`src/rtl/dual_issue_scheduler_if.sv`:
```
// Fetch-side pair handshake and issue-lane outputs of the dual-issue scheduler.
// master = fetch / environment side, slave = scheduler.
interface dual_issue_scheduler_if;
    logic        flush;
    logic        stall_in;
    logic        pair_valid;
    logic [31:0] instr0;
    logic [31:0] instr1;
    logic        instr1_valid;
    logic        pair_ready;
    logic        iss0_valid;
    logic [31:0] iss0_ir;
    logic        iss1_valid;
    logic [31:0] iss1_ir;
    logic        hz_stall;

    modport master (
        output flush, stall_in, pair_valid, instr0, instr1, instr1_valid,
        input  pair_ready, iss0_valid, iss0_ir, iss1_valid, iss1_ir, hz_stall
    );

    modport slave (
        input  flush, stall_in, pair_valid, instr0, instr1, instr1_valid,
        output pair_ready, iss0_valid, iss0_ir, iss1_valid, iss1_ir, hz_stall
    );
endinterface

```
`src/rtl/dual_issue_scheduler.sv`:
```
// Two-way in-order issue controller: two-entry pair queue, per-register latency
// scoreboard, intra-pair RAW/WAW checks and a single-multiplier rule.
module dual_issue_scheduler #(
    parameter int unsigned ALU_LAT = 2,
    parameter int unsigned MUL_LAT = 4,
    parameter int unsigned CNT_W   = 3
) (
    input  logic                   clk1,
    input  logic                   reset,
    dual_issue_scheduler_if.slave  bus
);
    localparam logic [5:0] OP_ADD  = 6'b000000;
    localparam logic [5:0] OP_SUB  = 6'b000001;
    localparam logic [5:0] OP_MUL  = 6'b000010;
    localparam logic [5:0] OP_ADDI = 6'b001000;

    localparam logic [CNT_W-1:0] ALU_CNT = CNT_W'(ALU_LAT - 1);
    localparam logic [CNT_W-1:0] MUL_CNT = CNT_W'(MUL_LAT - 1);

    // Queue occupancy as a state, so q1 valid can only exist alongside q0 valid.
    typedef enum logic [1:0] {
        Q_EMPTY = 2'd0,
        Q_ONE   = 2'd1,
        Q_TWO   = 2'd2
    } qstate_t;

    qstate_t     qs;
    qstate_t     qs_next;
    logic [31:0] q0_ir;
    logic [31:0] q1_ir;
    logic        q0_v;
    logic        q1_v;

    logic [CNT_W-1:0] cnt [32];
    logic [31:0]      busy;

    logic [5:0]  op0;
    logic [5:0]  op1;
    logic [4:0]  rs0;
    logic [4:0]  rt0;
    logic [4:0]  rd0;
    logic [4:0]  rs1;
    logic [4:0]  rt1;
    logic [4:0]  rd1;
    logic [4:0]  dst0;
    logic [4:0]  dst1;
    logic        hasd0;
    logic        hasd1;
    logic        rtsrc0;
    logic        rtsrc1;
    logic        mul0;
    logic        mul1;
    logic        hz0;
    logic        hz1;
    logic        raw01;
    logic        waw01;
    logic [CNT_W-1:0] lat0;
    logic [CNT_W-1:0] lat1;

    logic        accept;
    logic        issue0;
    logic        issue1;

    logic        iss0_valid_r;
    logic        iss1_valid_r;
    logic [31:0] iss0_ir_r;
    logic [31:0] iss1_ir_r;
    logic        hz_stall_r;

    assign q0_v = (qs != Q_EMPTY);
    assign q1_v = (qs == Q_TWO);

    assign op0 = q0_ir[31:26];
    assign rs0 = q0_ir[25:21];
    assign rt0 = q0_ir[20:16];
    assign rd0 = q0_ir[15:11];
    assign op1 = q1_ir[31:26];
    assign rs1 = q1_ir[25:21];
    assign rt1 = q1_ir[20:16];
    assign rd1 = q1_ir[15:11];

    always_comb begin
        busy = '0;
        for (int unsigned r = 0; r < 32; r++) begin
            busy[r] = (cnt[r] != '0);
        end
    end

    // ADDI writes rt and reads only rs; unknown opcodes read rs/rt and write nothing.
    always_comb begin
        mul0   = (op0 == OP_MUL);
        mul1   = (op1 == OP_MUL);
        rtsrc0 = (op0 != OP_ADDI);
        rtsrc1 = (op1 != OP_ADDI);
        dst0   = (op0 == OP_ADDI) ? rt0 : rd0;
        dst1   = (op1 == OP_ADDI) ? rt1 : rd1;
        hasd0  = ((op0 == OP_ADD) || (op0 == OP_SUB) || mul0 || (op0 == OP_ADDI)) && (dst0 != 5'd0);
        hasd1  = ((op1 == OP_ADD) || (op1 == OP_SUB) || mul1 || (op1 == OP_ADDI)) && (dst1 != 5'd0);
        lat0   = mul0 ? MUL_CNT : ALU_CNT;
        lat1   = mul1 ? MUL_CNT : ALU_CNT;
    end

    always_comb begin
        hz0    = busy[rs0] | (rtsrc0 & busy[rt0]) | (hasd0 & busy[dst0]);
        hz1    = busy[rs1] | (rtsrc1 & busy[rt1]) | (hasd1 & busy[dst1]);
        raw01  = hasd0 & ((rs1 == dst0) | (rtsrc1 & (rt1 == dst0)));
        waw01  = hasd0 & hasd1 & (dst1 == dst0);
        accept = bus.pair_valid & ~q0_v & ~bus.flush;
        issue0 = q0_v & ~bus.stall_in & ~bus.flush & ~hz0;
        issue1 = issue0 & q1_v & ~hz1 & ~raw01 & ~waw01 & ~(mul0 & mul1);
    end

    always_comb begin
        qs_next = qs;
        if (bus.flush) begin
            qs_next = Q_EMPTY;
        end else if (accept) begin
            qs_next = bus.instr1_valid ? Q_TWO : Q_ONE;
        end else if (issue1) begin
            qs_next = Q_EMPTY;
        end else if (issue0) begin
            qs_next = (qs == Q_TWO) ? Q_ONE : Q_EMPTY;
        end
    end

    always_ff @(posedge clk1) begin
        if (reset) begin
            qs <= Q_EMPTY;
        end else begin
            qs <= qs_next;
        end
    end

    always_ff @(posedge clk1) begin
        if (reset) begin
            q0_ir <= '0;
            q1_ir <= '0;
        end else if (accept) begin
            q0_ir <= bus.instr0;
            q1_ir <= bus.instr1;
        end else if (issue0 && !issue1) begin
            q0_ir <= q1_ir;
        end
    end

    // Counters keep running through flush: older writes are still in flight.
    always_ff @(posedge clk1) begin
        for (int unsigned r = 0; r < 32; r++) begin
            if (reset) begin
                cnt[r] <= '0;
            end else if (issue0 && hasd0 && (dst0 == 5'(r))) begin
                cnt[r] <= lat0;
            end else if (issue1 && hasd1 && (dst1 == 5'(r))) begin
                cnt[r] <= lat1;
            end else if (cnt[r] != '0) begin
                cnt[r] <= cnt[r] - CNT_W'(1);
            end
        end
    end

    always_ff @(posedge clk1) begin
        if (reset) begin
            iss0_valid_r <= 1'b0;
            iss1_valid_r <= 1'b0;
            iss0_ir_r    <= '0;
            iss1_ir_r    <= '0;
            hz_stall_r   <= 1'b0;
        end else begin
            iss0_valid_r <= issue0;
            iss1_valid_r <= issue1;
            hz_stall_r   <= q0_v & ~issue0 & ~bus.flush;
            if (issue0) begin
                iss0_ir_r <= q0_ir;
            end
            if (issue1) begin
                iss1_ir_r <= q1_ir;
            end
        end
    end

    assign bus.pair_ready = ~q0_v;
    assign bus.iss0_valid = iss0_valid_r;
    assign bus.iss1_valid = iss1_valid_r;
    assign bus.iss0_ir    = iss0_ir_r;
    assign bus.iss1_ir    = iss1_ir_r;
    assign bus.hz_stall   = hz_stall_r;
endmodule

```
`src/flat_wrapper.sv`:
```
// flat-port wrapper written by rule: the top's interface ports become plain ports
module dual_issue_scheduler_flat 
#(
    parameter int unsigned ALU_LAT = 2,
    parameter int unsigned MUL_LAT = 4,
    parameter int unsigned CNT_W   = 3
)
  (clk1, reset, bus_flush, bus_stall_in, bus_pair_valid, bus_instr0, bus_instr1, bus_instr1_valid, bus_pair_ready, bus_iss0_valid, bus_iss0_ir, bus_iss1_valid, bus_iss1_ir, bus_hz_stall);
  dual_issue_scheduler_if bus_i ();
  input  logic clk1;
  input  logic reset;
  input wire logic [$bits(bus_i.flush)-1:0] bus_flush;
  input wire logic [$bits(bus_i.stall_in)-1:0] bus_stall_in;
  input wire logic [$bits(bus_i.pair_valid)-1:0] bus_pair_valid;
  input wire logic [$bits(bus_i.instr0)-1:0] bus_instr0;
  input wire logic [$bits(bus_i.instr1)-1:0] bus_instr1;
  input wire logic [$bits(bus_i.instr1_valid)-1:0] bus_instr1_valid;
  output wire logic [$bits(bus_i.pair_ready)-1:0] bus_pair_ready;
  output wire logic [$bits(bus_i.iss0_valid)-1:0] bus_iss0_valid;
  output wire logic [$bits(bus_i.iss0_ir)-1:0] bus_iss0_ir;
  output wire logic [$bits(bus_i.iss1_valid)-1:0] bus_iss1_valid;
  output wire logic [$bits(bus_i.iss1_ir)-1:0] bus_iss1_ir;
  output wire logic [$bits(bus_i.hz_stall)-1:0] bus_hz_stall;
  assign bus_i.flush = bus_flush;
  assign bus_i.stall_in = bus_stall_in;
  assign bus_i.pair_valid = bus_pair_valid;
  assign bus_i.instr0 = bus_instr0;
  assign bus_i.instr1 = bus_instr1;
  assign bus_i.instr1_valid = bus_instr1_valid;
  assign bus_pair_ready = bus_i.pair_ready;
  assign bus_iss0_valid = bus_i.iss0_valid;
  assign bus_iss0_ir = bus_i.iss0_ir;
  assign bus_iss1_valid = bus_i.iss1_valid;
  assign bus_iss1_ir = bus_i.iss1_ir;
  assign bus_hz_stall = bus_i.hz_stall;
  dual_issue_scheduler #(.ALU_LAT(ALU_LAT), .MUL_LAT(MUL_LAT), .CNT_W(CNT_W)) u_core (.clk1(clk1), .reset(reset), .bus(bus_i));
endmodule
```
`config.mk`:
```
export PLATFORM = sky130hd
export DESIGN_NAME = dual_issue_scheduler_flat
export DESIGN_NICKNAME = d
export VERILOG_FILES = /design/src/rtl/dual_issue_scheduler_if.sv /design/src/rtl/dual_issue_scheduler.sv /design/src/flat_wrapper.sv
export SDC_FILE = /design/constraint.sdc
export NUM_CORES = 1
export LEC_CHECK = 0
export ABC_AREA = 1
export CAP_MARGIN = 30
export CORE_ASPECT_RATIO = 0.6
export CORE_MARGIN = 2
export CORE_UTILIZATION = 53
export CTS_CLUSTER_DIAMETER = 50
export DETAILED_ROUTE_END_ITERATION = 16
export PLACE_DENSITY = 0.75
export SETUP_SLACK_MARGIN = 0.5
export SYNTH_ARGS = -nofsm -noshare
export SYNTH_HDL_FRONTEND = slang
export SYNTH_SLANG_ARGS = --single-unit
```
`constraint.sdc`:
```
create_clock -name clk1 -period 2.9 [get_ports clk1]
set_clock_uncertainty 0.15 [all_clocks]
set_input_delay 0.58 -clock clk1 [delete_from_list [all_inputs] [get_ports clk1]]
set_output_delay 0.58 -clock clk1 [all_outputs]
set_load 0.03 [all_outputs]
```
# Yosys cells after proc, flatten, opt, wreduce, memory -nomap -nowiden
# Memory sizes are Yosys's and may differ from the RTL's.
# Index checks and enable logic that the tools add are counted.
[classes]
add_sub_neg = 32
mux = 505
bitwise = 131
magnitude_cmp = 6
reduce_logical = 118
n_eq_ne = 74
[ops]
columns = ["cell", "n"]
rows = [
  ["1-bit 2-to-1 mux", 393],
  ["3-bit 2-to-1 mux", 96],
  ["5-bit equality test (second input constant)", 32],
  ["1-bit OR", 101],
  ["3-bit nonzero test", 33],
  ["3-bit by 1-bit subtractor with 3-bit output (second input constant)", 32],
  ["5-bit by 4-bit equality test with 1-bit output (second input constant)", 16],
  ["1-bit logical AND", 69],
  ["32-bit 2-to-1 mux", 2],
  ["5-bit by 3-bit equality test with 1-bit output (second input constant)", 8],
  ["5-bit by 6-bit less-than comparator with 1-bit output (second input constant)", 6],
  ["1-bit binary-select mux with 5-bit select", 6],
  ["1-bit bitwise AND", 21],
  ["5-bit by 2-bit equality test with 1-bit output (second input constant)", 4],
  ["5-bit equality test", 3],
  ["6-bit by 1-bit equality test with 1-bit output (second input constant)", 2],
  ["6-bit by 2-bit equality test with 1-bit output (second input constant)", 2],
  ["6-bit by 4-bit equality test with 1-bit output (second input constant)", 2],
  ["6-bit zero test", 2],
  ["2-bit 2-to-1 mux", 6],
  ["6-bit by 4-bit inequality test with 1-bit output (second input constant)", 2],
  ["5-bit by 1-bit equality test with 1-bit output (second input constant)", 2],
  ["5-bit zero test", 2],
  ["5-bit 2-to-1 mux", 2],
  ["other kinds (7)", 22],
]
[totals]
in_bits = 70
memories = 1
register_bits = 133
ramBits = 96
[memory_table]
columns = ["name", "words", "word_bits", "read_ports", "rd_ports_with_merged_regs", "wr", "line_no", "source"]
rows = [
  ["u_core.cnt", 32, 3, 32, 0, 32, "dual_issue_scheduler.sv:34", "logic [CNT_W-1:0] cnt [32];"],
]

# Depth between registers and ports, before layout
[depth]
depth_word = 22
mapped_depth = 25
depth_no_buf = 23

# Least setup slack after synthesis
# Ideal clock, no wire load.
[synth_timing]
path_type = "register -> register"
startpoint = "mem u_core.cnt[15][0] (netlist: u_core.cnt[0][45])"
endpoint = "mem u_core.cnt[23][0] (netlist: u_core.cnt[1][21]), enable pin"
path_stages_with_launch = 20
n_path_buf = 1
synth_period_minus_slack_ps = 2923
arrival_time_ps = 2467
path_slack_ps = -23
t_required_ps = 2444
path_cell_list = "edfxtp_1 > inv_1 > ha_1 > inv_1 > nor2_1 > nand2_1 > o211ai_1 > nand3_1 > a21oi_1 > nor2_1 > nor2_1 > nand2_1 > inv_1 > nand3_1 > nor2_2 > inv_2 > buf_2 > o21ai_0 > inv_1 > nand3_1"
[synth_lines]
columns = ["item", "line_no"]
rows = [
  ["from (decl)", "dual_issue_scheduler.sv:34"],
]

==> results by group <==
Synthesis
  – Yosys reg bits: 229
  – Post-synthesis cell count: 2103
  – Synth cell types: 38
  – Post-synth top area share: 19.7%
  – Syn Std Cell Area: 14600 sq um
  – Total nets after synthesis: 2237
  – Top cells by area, synth: edfxtp_1, dfxtp_1, nand2_1
  – Yosys warns: 0
  – Syn_area_per_cell: 6.96 sq um
  – Register area share after synthesis: 37.9%
  – Area leader, netlist: edfxtp_1

Pwr
  – Flop pwr share: 27.3%
  – Switch Pwr: 0.00684 W
  – Total Power: 0.0170 W
  – P_leak: 9.65 nW
  – Int Pwr: 0.0102 W
  – Clk pwr share: 17.5%
  – Peak supply drop: 0.639 mV
  – Sw Ratio: 40.2%
  – Power per cell area: 789 nW/um^2
  – Comb power frac: 55.2%

Place
  – GP Congestion: 0.971
  – Number of buffers added on ports: 137
  – Post-Place Setup Slack: -0.530 ns
  – Post-DP HPWL: 43600 microns

Timing
  – Final count of pins violating max slew: 0
  – Setup Viol. Count Final: 238
  – Fmax: 0.301 GHz
  – Minimum clock period: 3.33 ns
  – Pin slew with the least headroom to its limit: 0.753 ns
  – Slew headroom: 49.6%
  – Final Hold Viols: 0
  – PnR worst setup slack: -0.427 ns
  – Crit share post-route: 115%
  – RSZ-0062 raised after global routing: true

Hold path
  – Worst Hold Class: reg2reg
  – Worst Hold Launch: u_core.bus.iss0_ir[14]$_SDFFE_PP0N_

Setup path
  – Critical Path AT: 3.55 ns
  – Crit-path max FO: 5
  – Critical Path Source: u_core.cnt[0][21]$_DFFE_PP_
  – Crit Path Category: reg2reg
  – R2R Path Start: u_core.cnt[0][21]$_DFFE_PP_
  – Req. time, crit path: 3.13 ns
  – Setup crit start kind: flop
  – Kind of end point of the critical path: flop

Route
  – ANT nets after route: 0
  – Vias/cell: 5.79
  – Post-DR wirelength/cell: 20.9 microns
  – DRC Markers: 0
  – Iter 0 DRT Violations: 2323
  – Pre-Repair DR Iteration Count: 6
  – DR vias: 17100
  – DRT Wirelength: 61900 microns

Clock tree
  – CTS clock-pin slew for the worst setup and hold paths: 0.07 ns
  – TritonCTS Buffers: 23
  – Clock root cell: clkbuf_16
  – Sink Count: 229
  – Max Root-Sink Buffers: 3
  – Worst-Skew Late Latency: 0.54 ns
  – CTS tree: built
  – H-tree Lvls: 1

Global route
  – Largest net degree at the start of global routing: 91
  – First-pass GRT wire length: 90800 microns
  – Overflow after GRT: 0
  – All-Layer GR Usage: 40.9%
  – Vias in the first global route: 16100
  – Initial antenna violation count: 0

Cells and area
  – Area delta synth->final: 47.6%
  – ANT cells: 0
  – Nets@finish: 2712
  – Share of cells above drive strength 1: 28.2%

Run
  – Max Cap Violations: 0

Die
  – Chip height: 133 microns
  – DIE WIDTH: 219 microns
  – Ports: 138
  – Initial core utilization: 53.5%
  – Die area: 29000 sq um
  – Site Rows: 47
  – Core box area: 27300 sq um

Run status
  – Failing checks: setup timing
  – Status: finished with violations
-- per-stage QoR --
step | cells | hold WS (ns) | area (sq um) | TNS [ns] | util [%]
floorplan | 2103 | 0.294 | 14900 | 0 | -
global placement | 2851 | 0.306 | 19100 | -71.65 | 69.8
detailed placement | 2851 | 0.314 | 19100 | -77.22 | 69.8
CTS | 2933 | 0.332 | 20900 | -33.98 | 76.6
global route | 2961 | 0.361 | 21600 | -89.84 | 79.0
finish | 2961 | 0.337 | 21600 | -55.92 | 79.0
-- sequential cells by signal (all words and copies together) (netlist names), 2 cells and up --
signal / count
u_core.bus.iss1_ir: 32
u_core.q0_ir: 32
u_core.qs: 2
u_core.q1_ir: 32
u_core.cnt: 96
u_core.bus.iss0_ir: 32
-- layout make-up --
class / count / area, sq um
clock inverters: 11 / 67.6
fillers: 1854 / 5740
repair buffers: 556 / 5080
well taps: 367 / 459
multi-input cells: 1485 / 8690
inverters: 282 / 1080
clock buffers: 30 / 663
flip-flops and latches: 229 / 5550
repair inverters: 1 / 6.26
-- Yosys cell counts --
cell type,instances
a21boi_0,3
a21boi_1,10
a21oi_1,124
and3_1,2
buf_1,8
buf_2,29
buf_4,5
buf_6,2
clkbuf_1,64
clkinv_1,5
dfxtp_1,133
edfxtp_1,96
ha_1,64
inv_1,272
inv_2,5
nand2_1,491
nand2_2,8
nand2_4,3
nand3_1,155
nand3_2,1
nand3_4,1
nand4_1,57
nand4_2,1
nor2_1,273
nor2_2,16
nor2_4,4
nor2_8,1
nor3_1,3
o211ai_1,37
o21ai_0,125
o21ai_1,21
o21ai_2,6
o21ai_4,1
o21bai_1,1
o221ai_1,30
or2_2,13
xnor2_1,32
xor2_1,1
-- routing by layer --
metal | share of wire [%] | track usage [%] | vias up
met5 | 0 | 0 | -
met2 | 40 | 57.2 | 1176
li1 | - | - | 7819
met3 | 16 | 14.2 | 189
met4 | 3.0 | 9.60 | 0
met1 | 41 | 60.1 | 7946
-- final timing paths --
path                                                             to  slack (ns)  cells past startpoint
worst min register to register  u_core.bus.iss0_ir[14]$_SDFFE_PP0N_        0.34                      2
worst max-delay path                    u_core.cnt[1][40]$_DFFE_PP_       -0.43                     24
worst max register to register          u_core.cnt[1][40]$_DFFE_PP_       -0.43                     24
worst min-delay path            u_core.bus.iss0_ir[14]$_SDFFE_PP0N_        0.34                      2
-- power groups by stage --
stage	clock, W	sequential, W	combinational, W
6_report	0.00299	0.00465	0.00940
5_1_grt	0.00309	0.00471	0.0100
4_1_cts	0.00296	0.00462	0.00854
3_5_place_dp	0	0.00466	0.00801
3_3_place_gp	0	0.00463	0.00779
2_1_floorplan	0	0.00460	0.00391
-- cells by family after synthesis --
family / after synthesis / synth area share [%]
AOI/OAI and AO/OA: 358 / 14.1
buffers and inverters: 390 / 10.5
xor gates and xnor gates: 33 / 1.98
adders and majority gates: 64 / 5.47
DFF: 229 / 37.9
and+or+nand+nor: 1029 / 30.1
-- critical path: stages (launching register included) --
cell and delay [ns]:
edfxtp_1 0.40, inv_1 0.10, ha_1 0.15, nand2_1 0.16
inv_2 0.18, nand2_1 0.07, nand3_1 0.09, nand3_1 0.12
nand2_1 0.10, nand2_1 0.05, nand2_1 0.09, nor2_1 0.05
nor2_1 0.09, nand2_1 0.09, inv_4 0.12, nand2_8 0.09
nor2_8 0.15, nand2_4 0.09, nor2_4 0.15, buf_6 0.14
buf_8 0.13, nand2_4 0.07, nor2_1 0.11, nand2_1 0.07
a21boi_1 0.17
-- placed cells by master (no fill, tap or decap), types with 18 or more instances in the layout --
cell type / n
nor2_2: 39
nand2_4: 18
o211ai_1: 37
clkbuf_16: 26
buf_6: 26
o21ai_1: 40
nand3_2: 25
inv_2: 32
ha_1: 60
clkdlybuf4s50_1: 136
nor2_1: 235
nor2_4: 19
o21ai_0: 91
nand4_1: 57
nand3_1: 112
inv_1: 238
buf_12: 24
nand3_4: 21
edfxtp_1: 96
a21oi_1: 115
buf_4: 358
nand2_1: 443
nand2_2: 37
dfxtp_1: 130
xnor2_1: 32
-- what timing repair did --
item,CTS,global route
setup endpoints to repair,257,257
cloned,7,2
gates resized for setup,184,126
hold buffers,0,0
setup buffers,34,26
pin swaps,68,68
No activity file was read; power rests on OpenSTA's default activity.
